<file path="src/rtl/decode2_pkg.sv">
// Shared types and constants for the stage-2 decode/dispatch queue.
//   unit_e   : execution class of a decoded instruction (BJ/INT/MEM/MD/ILL)
//   UNIT_*   : unit port indices on the dispatch side
//   OP_*/XO_*: primary opcode and opcode-31 extended opcode values
//   entry_t  : one queue entry {ins, pc, cls}
package decode2_pkg;

    typedef enum logic [2:0] {
        BJ  = 3'd0,
        INT = 3'd1,
        MEM = 3'd2,
        MD  = 3'd3,
        ILL = 3'd4
    } unit_e;

    localparam int UNIT_BJ   = 0;
    localparam int UNIT_INT  = 1;
    localparam int UNIT_MEM  = 2;
    localparam int UNIT_MD   = 3;
    localparam int NUM_UNITS = 4;

    localparam logic [5:0] OP_MULLI    = 6'd7;
    localparam logic [5:0] OP_INT_A_LO = 6'd10;
    localparam logic [5:0] OP_INT_A_HI = 6'd15;
    localparam logic [5:0] OP_BC       = 6'd16;
    localparam logic [5:0] OP_B        = 6'd18;
    localparam logic [5:0] OP_XL       = 6'd19;
    localparam logic [5:0] OP_RLWIMI   = 6'd20;
    localparam logic [5:0] OP_RLWINM   = 6'd21;
    localparam logic [5:0] OP_INT_B_LO = 6'd23;
    localparam logic [5:0] OP_INT_B_HI = 6'd29;
    localparam logic [5:0] OP_X        = 6'd31;
    localparam logic [5:0] OP_MEM_LO   = 6'd32;
    localparam logic [5:0] OP_MEM_HI   = 6'd55;

    // Opcode-31 indexed loads/stores.
    localparam int XO_MEM_N = 18;
    localparam logic [9:0] XO_MEM [XO_MEM_N] = '{
        10'd23,  10'd55,  10'd87,  10'd119, 10'd151, 10'd183,
        10'd215, 10'd247, 10'd279, 10'd311, 10'd343, 10'd375,
        10'd407, 10'd439, 10'd534, 10'd662, 10'd790, 10'd918
    };

    // Opcode-31 multiply/divide.
    localparam int XO_MD_N = 5;
    localparam logic [9:0] XO_MD [XO_MD_N] = '{
        10'd11, 10'd75, 10'd235, 10'd459, 10'd491
    };

    typedef struct packed {
        logic [31:0] ins;
        logic [31:0] pc;
        unit_e       cls;
    } entry_t;

endpackage

</file>
<file path="src/rtl/decode2_if.sv">
// Handshake bundle between first-stage decode, the dispatch queue and the
// execution units.
//   in_valid/in_ins/in_pc/in_ready : IW-wide enqueue side
//   flush                          : synchronous queue flush
//   unit_valid/ready/ins/pc        : per-unit issue ports (0=BJ 1=INT 2=MEM 3=MD)
//   exc_valid/exc_pc               : illegal instruction at the queue head
// master = producer/units side, slave = dispatch queue.
interface decode2_if #(
    parameter int IW = 2
);
    import decode2_pkg::*;

    logic [IW-1:0]                  in_valid;
    logic [IW-1:0][31:0]            in_ins;
    logic [IW-1:0][31:0]            in_pc;
    logic                           in_ready;
    logic                           flush;
    logic [NUM_UNITS-1:0]           unit_valid;
    logic [NUM_UNITS-1:0]           unit_ready;
    logic [NUM_UNITS-1:0][31:0]     unit_ins;
    logic [NUM_UNITS-1:0][31:0]     unit_pc;
    logic                           exc_valid;
    logic [31:0]                    exc_pc;

    modport master (
        output in_valid, in_ins, in_pc, flush, unit_ready,
        input  in_ready, unit_valid, unit_ins, unit_pc, exc_valid, exc_pc
    );

    modport slave (
        input  in_valid, in_ins, in_pc, flush, unit_ready,
        output in_ready, unit_valid, unit_ins, unit_pc, exc_valid, exc_pc
    );

endinterface

</file>
<file path="src/rtl/decode2_classify.sv">
// Purely combinational instruction classifier.
//   ins : 32-bit instruction word
//   cls : execution class (BJ, INT, MEM, MD or ILL)
module decode2_classify
    import decode2_pkg::*;
(
    input  logic [31:0] ins,
    output unit_e       cls
);

    logic [5:0] op;
    logic [9:0] xo;
    logic       unused_bits;

    assign op          = ins[31:26];
    assign xo          = ins[10:1];
    assign unused_bits = ^{ins[25:11], ins[0]};

    always_comb begin
        cls = ILL;
        if (op == OP_BC || op == OP_B || op == OP_XL) begin
            cls = BJ;
        end else if (op >= OP_MEM_LO && op <= OP_MEM_HI) begin
            cls = MEM;
        end else if (op == OP_MULLI) begin
            cls = MD;
        end else if ((op >= OP_INT_A_LO && op <= OP_INT_A_HI) || op == OP_RLWIMI ||
                     op == OP_RLWINM || (op >= OP_INT_B_LO && op <= OP_INT_B_HI)) begin
            cls = INT;
        end else if (op == OP_X) begin
            // Any opcode-31 form that is not a memory or mult/div op is integer.
            cls = INT;
            for (int i = 0; i < XO_MEM_N; i++) begin
                if (xo == XO_MEM[i]) cls = MEM;
            end
            for (int i = 0; i < XO_MD_N; i++) begin
                if (xo == XO_MD[i]) cls = MD;
            end
        end
    end

endmodule

</file>
<file path="src/rtl/decode2_dispatch.sv">
// Stage-2 decode and in-order dispatch queue.
//   clk, rst_n : core clock, asynchronous active-low reset
//   bus        : decode2_if.slave -- enqueue lanes, flush, per-unit issue
//                ports and illegal-instruction exception report
// Up to IW contiguous lanes are classified and written per cycle into a
// DEPTH-entry ring; up to DW entries leave per cycle, at most one per unit.
module decode2_dispatch
    import decode2_pkg::*;
#(
    parameter int IW    = 2,
    parameter int DEPTH = 8,
    parameter int DW    = 2
) (
    input  logic         clk,
    input  logic         rst_n,
    decode2_if.slave     bus
);

    localparam int AW = $clog2(DEPTH);
    localparam int CW = AW + 1;
    localparam int EW = $clog2(IW + 1);

    entry_t                q [DEPTH];
    logic   [AW-1:0]       head;
    logic   [AW-1:0]       tail;
    logic   [CW-1:0]       count;

    unit_e                 lane_cls [IW];
    entry_t                wr [IW];
    logic   [EW-1:0]       enq;
    logic   [1:0]          deq;
    logic                  in_ready;

    entry_t                e0;
    entry_t                e1;
    logic   [2:0]          c0;
    logic   [2:0]          c1;
    logic                  off0;
    logic                  off1;
    logic                  fire0;
    logic                  fire1;
    logic   [NUM_UNITS-1:0]       uv;
    logic   [NUM_UNITS-1:0][31:0] uins;
    logic   [NUM_UNITS-1:0][31:0] upc;
    logic                  exc_valid;

    // Enqueue: classify every lane, then take lanes up to the first gap.
    for (genvar g = 0; g < IW; g++) begin : g_lane
        decode2_classify u_classify (
            .ins (bus.in_ins[g]),
            .cls (lane_cls[g])
        );
    end

    assign in_ready = (CW'(DEPTH) - count) >= CW'(IW);

    always_comb begin
        logic gap;
        gap = 1'b0;
        enq = '0;
        for (int i = 0; i < IW; i++) begin
            wr[i] = '{ins: bus.in_ins[i], pc: bus.in_pc[i], cls: lane_cls[i]};
            if (bus.in_valid[i] && !gap) enq = EW'(i + 1);
            else                         gap = 1'b1;
        end
        if (!in_ready || bus.flush) enq = '0;
    end

    // Dispatch: slot 1 rides along only when slot 0 actually fires and it
    // targets a different unit, which keeps issue in order and one-per-unit.
    assign e0 = q[head];
    assign e1 = q[head + AW'(1)];
    assign c0 = e0.cls;
    assign c1 = e1.cls;

    always_comb begin
        off0  = (count != '0) && (c0 != ILL) && !bus.flush;
        fire0 = off0 && bus.unit_ready[c0[1:0]];
        off1  = (DW == 2) && (count >= CW'(2)) && fire0 && (c1 != c0) && (c1 != ILL);
        fire1 = off1 && bus.unit_ready[c1[1:0]];

        uv   = '0;
        uins = '0;
        upc  = '0;
        if (off0) begin
            uv[c0[1:0]]   = 1'b1;
            uins[c0[1:0]] = e0.ins;
            upc[c0[1:0]]  = e0.pc;
        end
        if (off1) begin
            uv[c1[1:0]]   = 1'b1;
            uins[c1[1:0]] = e1.ins;
            upc[c1[1:0]]  = e1.pc;
        end

        exc_valid = (count != '0) && (c0 == ILL) && !bus.flush;
        deq       = {1'b0, fire0} + {1'b0, fire1};
    end

    assign bus.in_ready   = in_ready;
    assign bus.unit_valid = uv;
    assign bus.unit_ins   = uins;
    assign bus.unit_pc    = upc;
    assign bus.exc_valid  = exc_valid;
    assign bus.exc_pc     = e0.pc;

    // Pointer/count state: the only reset state in the block.
    always_ff @(posedge clk or negedge rst_n) begin
        if (!rst_n) begin
            head  <= '0;
            tail  <= '0;
            count <= '0;
        end else if (bus.flush) begin
            head  <= '0;
            tail  <= '0;
            count <= '0;
        end else begin
            head  <= head + AW'(deq);
            tail  <= tail + AW'(enq);
            count <= count + CW'(enq) - CW'(deq);
        end
    end

    // Queue storage: contents are meaningful only below count.
    always_ff @(posedge clk) begin
        for (int i = 0; i < IW; i++) begin
            if (EW'(i) < enq) q[tail + AW'(i)] <= wr[i];
        end
    end

endmodule

</file>
<file path="src/flat_wrapper.sv">
// flat-port wrapper written by rule: the top's interface ports become plain ports
module decode2_dispatch_flat import decode2_pkg::*;
#(
    parameter int IW    = 2,
    parameter int DEPTH = 8,
    parameter int DW    = 2
)
  (clk, rst_n, bus_in_valid, bus_in_ins, bus_in_pc, bus_flush, bus_unit_ready, bus_in_ready, bus_unit_valid, bus_unit_ins, bus_unit_pc, bus_exc_valid, bus_exc_pc);
  decode2_if #(.IW(IW)) bus_i ();
  input  logic clk;
  input  logic rst_n;
  input wire logic [$bits(bus_i.in_valid)-1:0] bus_in_valid;
  input wire logic [$bits(bus_i.in_ins)-1:0] bus_in_ins;
  input wire logic [$bits(bus_i.in_pc)-1:0] bus_in_pc;
  input wire logic [$bits(bus_i.flush)-1:0] bus_flush;
  input wire logic [$bits(bus_i.unit_ready)-1:0] bus_unit_ready;
  output wire logic [$bits(bus_i.in_ready)-1:0] bus_in_ready;
  output wire logic [$bits(bus_i.unit_valid)-1:0] bus_unit_valid;
  output wire logic [$bits(bus_i.unit_ins)-1:0] bus_unit_ins;
  output wire logic [$bits(bus_i.unit_pc)-1:0] bus_unit_pc;
  output wire logic [$bits(bus_i.exc_valid)-1:0] bus_exc_valid;
  output wire logic [$bits(bus_i.exc_pc)-1:0] bus_exc_pc;
  assign bus_i.in_valid = bus_in_valid;
  assign bus_i.in_ins = bus_in_ins;
  assign bus_i.in_pc = bus_in_pc;
  assign bus_i.flush = bus_flush;
  assign bus_i.unit_ready = bus_unit_ready;
  assign bus_in_ready = bus_i.in_ready;
  assign bus_unit_valid = bus_i.unit_valid;
  assign bus_unit_ins = bus_i.unit_ins;
  assign bus_unit_pc = bus_i.unit_pc;
  assign bus_exc_valid = bus_i.exc_valid;
  assign bus_exc_pc = bus_i.exc_pc;
  decode2_dispatch #(.IW(IW), .DEPTH(DEPTH), .DW(DW)) u_core (.clk(clk), .rst_n(rst_n), .bus(bus_i));
endmodule
</file>
<file path="config.mk">
export PLATFORM = sky130hd
export DESIGN_NAME = decode2_dispatch_flat
export DESIGN_NICKNAME = d
export VERILOG_FILES = /design/src/rtl/decode2_pkg.sv /design/src/rtl/decode2_if.sv /design/src/rtl/decode2_classify.sv /design/src/rtl/decode2_dispatch.sv /design/src/flat_wrapper.sv
export SDC_FILE = /design/constraint.sdc
export NUM_CORES = 1
export LEC_CHECK = 0
export ABC_AREA = 0
export CAP_MARGIN = 20
export CELL_PAD_IN_SITES_DETAIL_PLACEMENT = 0
export CELL_PAD_IN_SITES_GLOBAL_PLACEMENT = 1
export CORE_MARGIN = 4
export CORE_UTILIZATION = 54
export CTS_CLUSTER_DIAMETER = 80
export DETAILED_ROUTE_END_ITERATION = 7
export DONT_BUFFER_PORTS = 1
export PLACE_DENSITY_LB_ADDON = 0.1
export SETUP_SLACK_MARGIN = 0.05
export SYNTH_ARGS = -nofsm -noshare
export SYNTH_HDL_FRONTEND = slang
export SYNTH_SLANG_ARGS = --single-unit
</file>
<file path="constraint.sdc">
create_clock -name clk -period 9.08 [get_ports clk]
set_clock_uncertainty 0.15 [all_clocks]
set_input_delay 0.908 -clock clk [delete_from_list [all_inputs] [get_ports clk]]
set_output_delay 0.908 -clock clk [all_outputs]
set_load 0.01 [all_outputs]
</file>
Word level (Yosys, flattened, before mapping)
Memories as Yosys holds them, arrays and structs flattened.
Index checks and enable logic that the tools add are counted.
{"block": "totals", "reg_bits": 10, "latchBits": 0, "mem_bits_rw": 536, "romBits": 0, "inputBits": 137, "out_inout_bits": 294, "elab_cells": 217, "mem_count": 1}
{"block": "classes", "addsub": 8, "mul": 0, "div": 0, "magnitude_cmp": 20, "eq_ne": 64, "shifts": 0, "n_mux": 86, "n_bitwise": 3, "reduce_logical": 32}
{"memory": "u_core.q", "words": 8, "width": 67, "rd": 2, "rd_clocked_by_memory_dff": 0, "write_ports": 2, "line_no": "decode2_dispatch.sv:23", "source": "entry_t q [DEPTH];"}
{"op": "2-to-1 mux 128 bit", "n": 4}
{"op": "bitwise AND 128 bit", "n": 2}
{"op": "bitwise mux 128 bit", "n": 2}
{"op": "2-to-1 mux 3 bit", "n": 56}
{"op": "equality test 10 x 9 -> 1 bit (second input constant)", "n": 16}
{"op": "demux 32 bit (select 2 bit)", "n": 2}
{"op": "equality test 10 x 8 -> 1 bit (second input constant)", "n": 10}
{"op": "equality test 10 bit (second input constant)", "n": 8}
{"op": "equality test 6 x 5 -> 1 bit (second input constant)", "n": 12}
{"op": "2-to-1 mux 32 bit", "n": 2}
{"op": "equality test 10 x 7 -> 1 bit (second input constant)", "n": 6}
{"op": "equality test 10 x 4 -> 1 bit (second input constant)", "n": 2}
{"op": "equality test 10 x 5 -> 1 bit (second input constant)", "n": 2}
{"op": "equality test 10 x 6 -> 1 bit (second input constant)", "n": 2}
{"op": "logical AND 1 bit", "n": 18}
{"op": "equality test 6 x 3 -> 1 bit (second input constant)", "n": 2}
{"op": ">= comparator 6 x 4 -> 1 bit (second input constant)", "n": 2}
{"op": ">= comparator 6 x 5 -> 1 bit (second input constant)", "n": 2}
{"op": ">= comparator 6 bit (second input constant)", "n": 2}
{"op": "<= comparator 6 x 4 -> 1 bit (second input constant)", "n": 2}
{"op": "<= comparator 6 x 5 -> 1 bit (second input constant)", "n": 2}
{"op": "<= comparator 6 bit (second input constant)", "n": 2}
{"op": "2-to-1 mux 4 bit", "n": 3}
{"op": "logical OR 1 bit", "n": 11}
{"op": "other kinds (20)", "n": 41}

Depth between registers and ports, before layout
{"block": "depth", "ltp_word": 29, "depth_mapped": 17}

Cells and area by module
Synthesis repeated with hierarchy kept, for this count alone.
{"block": "hier_totals", "cells_unflattened": 2400, "hier_area_um2": 35353.9}
{"mod": "decode2_dispatch", "n_inst": 1, "cells_each": 2326, "area_per_inst_um2": 34906.0}
{"mod": "decode2_classify at u_core.g_lane[1].u_classify", "n_inst": 1, "cells_each": 38, "area_per_inst_um2": 239.0}
{"mod": "decode2_classify at u_core.g_lane[0].u_classify", "n_inst": 1, "cells_each": 36, "area_per_inst_um2": 209.0}

Worst setup path before layout
Ideal clock, no wire load.
{"block": "synth_timing", "path_kind": "input to register", "from": "in bus_flush", "to": "mem u_core.q[0][0] in the netlist's numbering (enable)", "setup_ns": 0.591, "arrival_time_ns": 6.402, "required_ns": 8.339, "path_slack_ns": 1.937, "path_stages": 4, "cell_sequence": "nand2b_1 a41oi_1 nand2b_1 o31ai_1"}
{"element": "from (decl)", "line_no": "flat_wrapper.sv:15", "source": "input wire logic [$bits(bus_i.flush)-1:0] bus_flush;"}
{"element": "to (decl)", "line_no": "decode2_dispatch.sv:23"}

Worst setup path in the final report
{"block": "layout_timing", "from": "reg u_core.head[1]", "to": "out bus_unit_ins[54]"}
{"block": "layout_via", "elab_chain_cells": 9}
{"element": "from (decl)", "line_no": "decode2_dispatch.sv:24", "source": "logic [AW-1:0] head;"}
{"element": "from (signal assigned)", "line_no": "decode2_dispatch.sv:118", "source": "head <= head + AW'(deq);"}
{"element": "memory read (8 x 67 bit) *"}
{"element": "less-than comparator 2 x 3 -> 1 bit (not written as such), or another cell as far along", "line_no": "decode2_dispatch.sv:87", "source": "uins[c0[1:0]] = e0.ins;"}
{"element": "logical AND 1 bit, on equally long branches", "line_no": "decode2_dispatch.sv:87, decode2_dispatch.sv:77"}
{"element": "2-to-1 mux 32 bit (not written as such) / logical AND 1 bit (equally long branches)", "line_no": "decode2_dispatch.sv:87, decode2_dispatch.sv:77"}
{"element": "demux 32 bit (select 2 bit) / logical AND 1 bit (equally long branches)"}
{"element": "bitwise AND 128 bit (no line) / logical AND 1 bit (equally long branches)"}
{"element": "2-to-1 mux 128 bit / logical AND 1 bit (equally long branches)", "line_no": "decode2_dispatch.sv:85, decode2_dispatch.sv:79"}
{"element": "bitwise mux 128 bit / logical AND 1 bit (equally long branches)", "line_no": "decode2_dispatch.sv:92, decode2_dispatch.sv:79"}
{"element": "2-to-1 mux 128 bit *", "line_no": "decode2_dispatch.sv:90", "source": "if (off1) begin"}
{"element": "to (decl)", "line_no": "flat_wrapper.sv:19", "source": "output wire logic [$bits(bus_i.unit_ins)-1:0] bus_unit_ins;"}
Every way passes the cells marked *; elsewhere a longest branch is shown, timed or not. The select of a mux whose other input is x is not followed.

==> reports/qor.yml <==
timing:
  share_of_the_clock_period_used_by_the_worst_path_after_layout_pct: 72.8
  finalSetupViolations: 0
  finalWorstPathRequiredPeriod_ns: 6.61
  slew_viol_final: 0
  tightestPinTransition_ns: 1.10
  worst_slew_margin_rel_pct: 26.1
  max_clock_freq_mhz: 151
  grt_setup_unrepaired: "no"
  endpoints_failing_hold: 0
  timing.setup.tns_ns: 0
clocking:
  cts_max_level: 2
  numClockSinks: 546
  cts_buf_count: 60
  clockRootBuffer: "sky130_fd_sc_hd__clkbuf_16"
  cts.path.max_buffers: 3
  worstSkewPairLatency_ns: 0.63
  tritoncts: "yes"
  path_clk_slew_ns: 0.06
yosys:
  asyncSetResetFlopFracSynth_pct: 1.83
  netlist_area_before_placement_um2: 35600
  syn_inst: 2453
  dominantRegCellSynth: "sky130_fd_sc_hd__edfxtp_1"
  synth_area_leader_cell: "sky130_fd_sc_hd__edfxtp_1"
  yosysWarningCount: 0
  synth.ff_latch_count: 546
  synth_fp_nets: 2606
  share_of_yosys_cell_area_claimed_by_the_top_area_cell_type_pct: 45.2
  synthTopCellsByArea: "sky130_fd_sc_hd__edfxtp_1 (45%), sky130_fd_sc_hd__mux2_2 (18%), sky130_fd_sc_hd__mux4_2 (17%)"
  synth.lib_cells_used.distinct: 56
  portion_of_the_post_synthesis_area_used_by_sequential_elements_pct: 45.9
  edff_count_synth: 536
  avgSynthCellArea_um2: 14.5
min_path:
  number_of_stages_on_the_worst_hold_path: 1
  min-delay-path-class: "input pin to register"
  holdCritStartpoint: "bus_flush"
  hold-path-endpoint: "u_core.tail[0]"
drt:
  count_of_nets_left_with_antenna_violations_after_detail_routing: 0
  finalWirelength_mm: 107
  first_pass_iters: 5
  remaining_drc_errors: 0
  drt_iter0_markers: 2216
  via_per_inst: 6.97
  vias: 22600
  post_drt_wl_per_cell_um: 33.0
global_routing:
  wire_length_of_the_first_global_routing_pass_mm: 157
  number_of_antenna_violations_at_the_first_check_in_global_routing: 0
  gr-usage-all-layers_pct: 29.6
  grt_overflow: 0
  grt_max_degree: 136
  via_count_of_the_first_global_routing_pass: 23400
setup_path:
  worstSetupEndpointType: "primary output"
  setup.reg_to_reg.worst_slack_ns: 3.36
  timing.critical_path.fanout_max: 49
  critical_path.reg2reg.endpoint: "u_core.count[3]"
  cp_data_required_time_ns: 8.02
  cp_data_arrival_time_ns: 5.55
  rr_worst_depth: 16
  setup.worst_path.start_class: "register"
  worst_r2r_startpoint: "u_core.head[1]"
  timing.setup.critical_path_class: "register to primary output"
run:
  max_cap_viol_count: 0
placement:
  place_hpwl_mm: 64.2
  io_buffers: 0
  gp_congestion: 0.813
final_layout:
  diodes: 0
  layout-drive-gt1-share_pct: 42.9
  post-route-util_pct: 59.2
  synthToLayoutAreaGrowth_pct: 7.71
  nets: 2487
floorplanning:
  num_io_pins: 431
  placeableCoreArea_um2: 64800
  die_w_um: 265
  std_cell_rows: 93
  dieArea_um2: 70100
  chipHeight_um: 265
  floorplan.initialDensity_pct: 54.9
status:
  run_status: "finished clean"
pwr:
  vdd_ir_drop_max_mv: 0.160
  total_power_mw: 8.69
  power.density_cell_area_nw_per_um2: 227
  power_leakage_nw: 13.2
[flip-flops by register name (all words and copies together), names as in the netlist]
name and count:
u_core.head 3, u_core.q 536, u_core.tail 3, u_core.count 4
[how the worst max path moves through the flow]
stage | from | end | cells after the start
final | u_core.head[1] | bus_unit_ins[54] | 9
after global routing | u_core.head[1] | bus_unit_ins[54] | 9
after CTS | u_core.head[1] | bus_unit_ins[54] | 9
after detailed placement | u_core.head[1] | bus_unit_ins[54] | 9
after global placement | u_core.head[1] | bus_unit_ins[47] | 9
after floorplan | bus_flush | u_core.q[0][0] | 4
[area by class of cell]
type / instances / area (um^2)
Multi-Input combinational cell: 1665 / 18400
Sequential cell: 546 / 16400
Tap cell: 855 / 1070
Inverter: 17 / 63.8
Timing Repair Buffer: 44 / 365
Fill cell: 4947 / 26500
Clock buffer: 74 / 1650
Clock inverter: 40 / 484
[metrics by stage]
stage | cell area, um^2 | worst slack (ns) | cells | hold slack (ns)
final | 38400 | 2.47 | 3241 | 0.189
after global routing | 38400 | 2.31 | 3241 | 0.160
after CTS | 38300 | 2.49 | 3240 | 0.158
after detailed placement | 36200 | 3.18 | 3125 | 0.463
after global placement | 36200 | 3.25 | 3125 | 0.463
after floorplan | 35600 | 1.94 | 2453 | 0.439
[layout by cell type, fill, tap and decap left out, types with 3 or more instances in the layout]
master                      instances
sky130_fd_sc_hd__clkbuf_16         62
sky130_fd_sc_hd__nand2_1          276
sky130_fd_sc_hd__clkbuf_1           7
sky130_fd_sc_hd__a21oi_1           13
sky130_fd_sc_hd__a31oi_1            4
sky130_fd_sc_hd__nand3_1            8
sky130_fd_sc_hd__o21ai_1           15
sky130_fd_sc_hd__inv_1             17
sky130_fd_sc_hd__xnor2_1            7
sky130_fd_sc_hd__nand4b_1           4
sky130_fd_sc_hd__clkinv_1           9
sky130_fd_sc_hd__nand2_4            4
sky130_fd_sc_hd__bufinv_16         11
sky130_fd_sc_hd__mux2_2           583
sky130_fd_sc_hd__edfxtp_1         536
sky130_fd_sc_hd__o32ai_1            3
sky130_fd_sc_hd__nand2b_1           6
sky130_fd_sc_hd__mux2i_1          294
sky130_fd_sc_hd__o211ai_4           3
sky130_fd_sc_hd__ha_1              11
sky130_fd_sc_hd__o21ai_4            4
sky130_fd_sc_hd__buf_4             41
sky130_fd_sc_hd__nor3b_1            4
sky130_fd_sc_hd__clkinv_2          16
sky130_fd_sc_hd__fa_1               4
sky130_fd_sc_hd__nor2_1            27
sky130_fd_sc_hd__xor2_1             4
sky130_fd_sc_hd__nor3_1             4
sky130_fd_sc_hd__dfrtp_1            7
sky130_fd_sc_hd__o21ai_0           65
sky130_fd_sc_hd__nor2_4             3
sky130_fd_sc_hd__dfrtp_4            3
sky130_fd_sc_hd__nor2b_1            9
sky130_fd_sc_hd__and3_1             3
sky130_fd_sc_hd__clkbuf_8           5
sky130_fd_sc_hd__mux4_2           264
[synth_stat cells (all sizes together), types with 3 or more instances]
| library cell | number |
|---|---|
| a21oi | 13 |
| a31oi | 4 |
| and3 | 5 |
| buf | 124 |
| clkbuf | 101 |
| dfrtp | 10 |
| edfxtp | 536 |
| fa | 4 |
| ha | 12 |
| inv | 17 |
| mux2 | 584 |
| mux2i | 295 |
| mux4 | 264 |
| nand2 | 281 |
| nand2b | 6 |
| nand3 | 11 |
| nand4b | 4 |
| nor2 | 31 |
| nor2b | 10 |
| nor3 | 4 |
| nor3b | 4 |
| o211ai | 5 |
| o21ai | 84 |
| o21bai | 3 |
| o31ai | 4 |
| o32ai | 3 |
| xnor2 | 7 |
| xor2 | 5 |
[report_power, final]
part / leakage (nW) / switching (mW) / internal, mW
clock network: 1.05 / 1.05 / 1.59
logic: 7.21 / 1.74 / 1.25
registers: 4.98 / 0.105 / 2.95
total: 13.2 / 2.90 / 5.79
[kinds of logic (layout without fill, tap and decap cells)]
family / count (synthesis) / count (layout) / synth area share, %
compound gates: 128 / 128 / 2.13
xor+xnor: 12 / 12 / 0.295
fa+ha+maj: 16 / 16 / 0.646
buf+inv: 242 / 175 / 3.22
flops: 546 / 546 / 45.9
mux: 1143 / 1143 / 43.5
simple gates: 366 / 366 / 4.31
[layer usage]
metal | GRT usage (%) | share of wire, % | routed length [um]
met1 | 39.3 | 39 | 42000
met2 | 51.3 | 51 | 54500
met3 | 5.87 | 7.9 | 8490
met4 | 6.08 | 1.9 | 2010
met5 | 0 | 0 | 0
[critical path, cell delays in order, from the launching register on]
cell and delay [ns]:
sky130_fd_sc_hd__dfrtp_4 0.99, sky130_fd_sc_hd__ha_4 0.28, sky130_fd_sc_hd__xor2_4 0.69, sky130_fd_sc_hd__buf_4 0.46
sky130_fd_sc_hd__mux4_2 0.64, sky130_fd_sc_hd__xnor2_1 0.19, sky130_fd_sc_hd__nand2_1 0.21, sky130_fd_sc_hd__o211ai_4 0.24
sky130_fd_sc_hd__buf_4 0.58, sky130_fd_sc_hd__mux2i_1 0.44
[what timing repair did]
item / CTS / global route
endpoints found under the hold margin: 10 / 0
setup buffers: 0 / 0
hold buffers: 1 / 0
resized for setup: 0 / 0
Note: power is estimated with default switching activity, not from simulation.
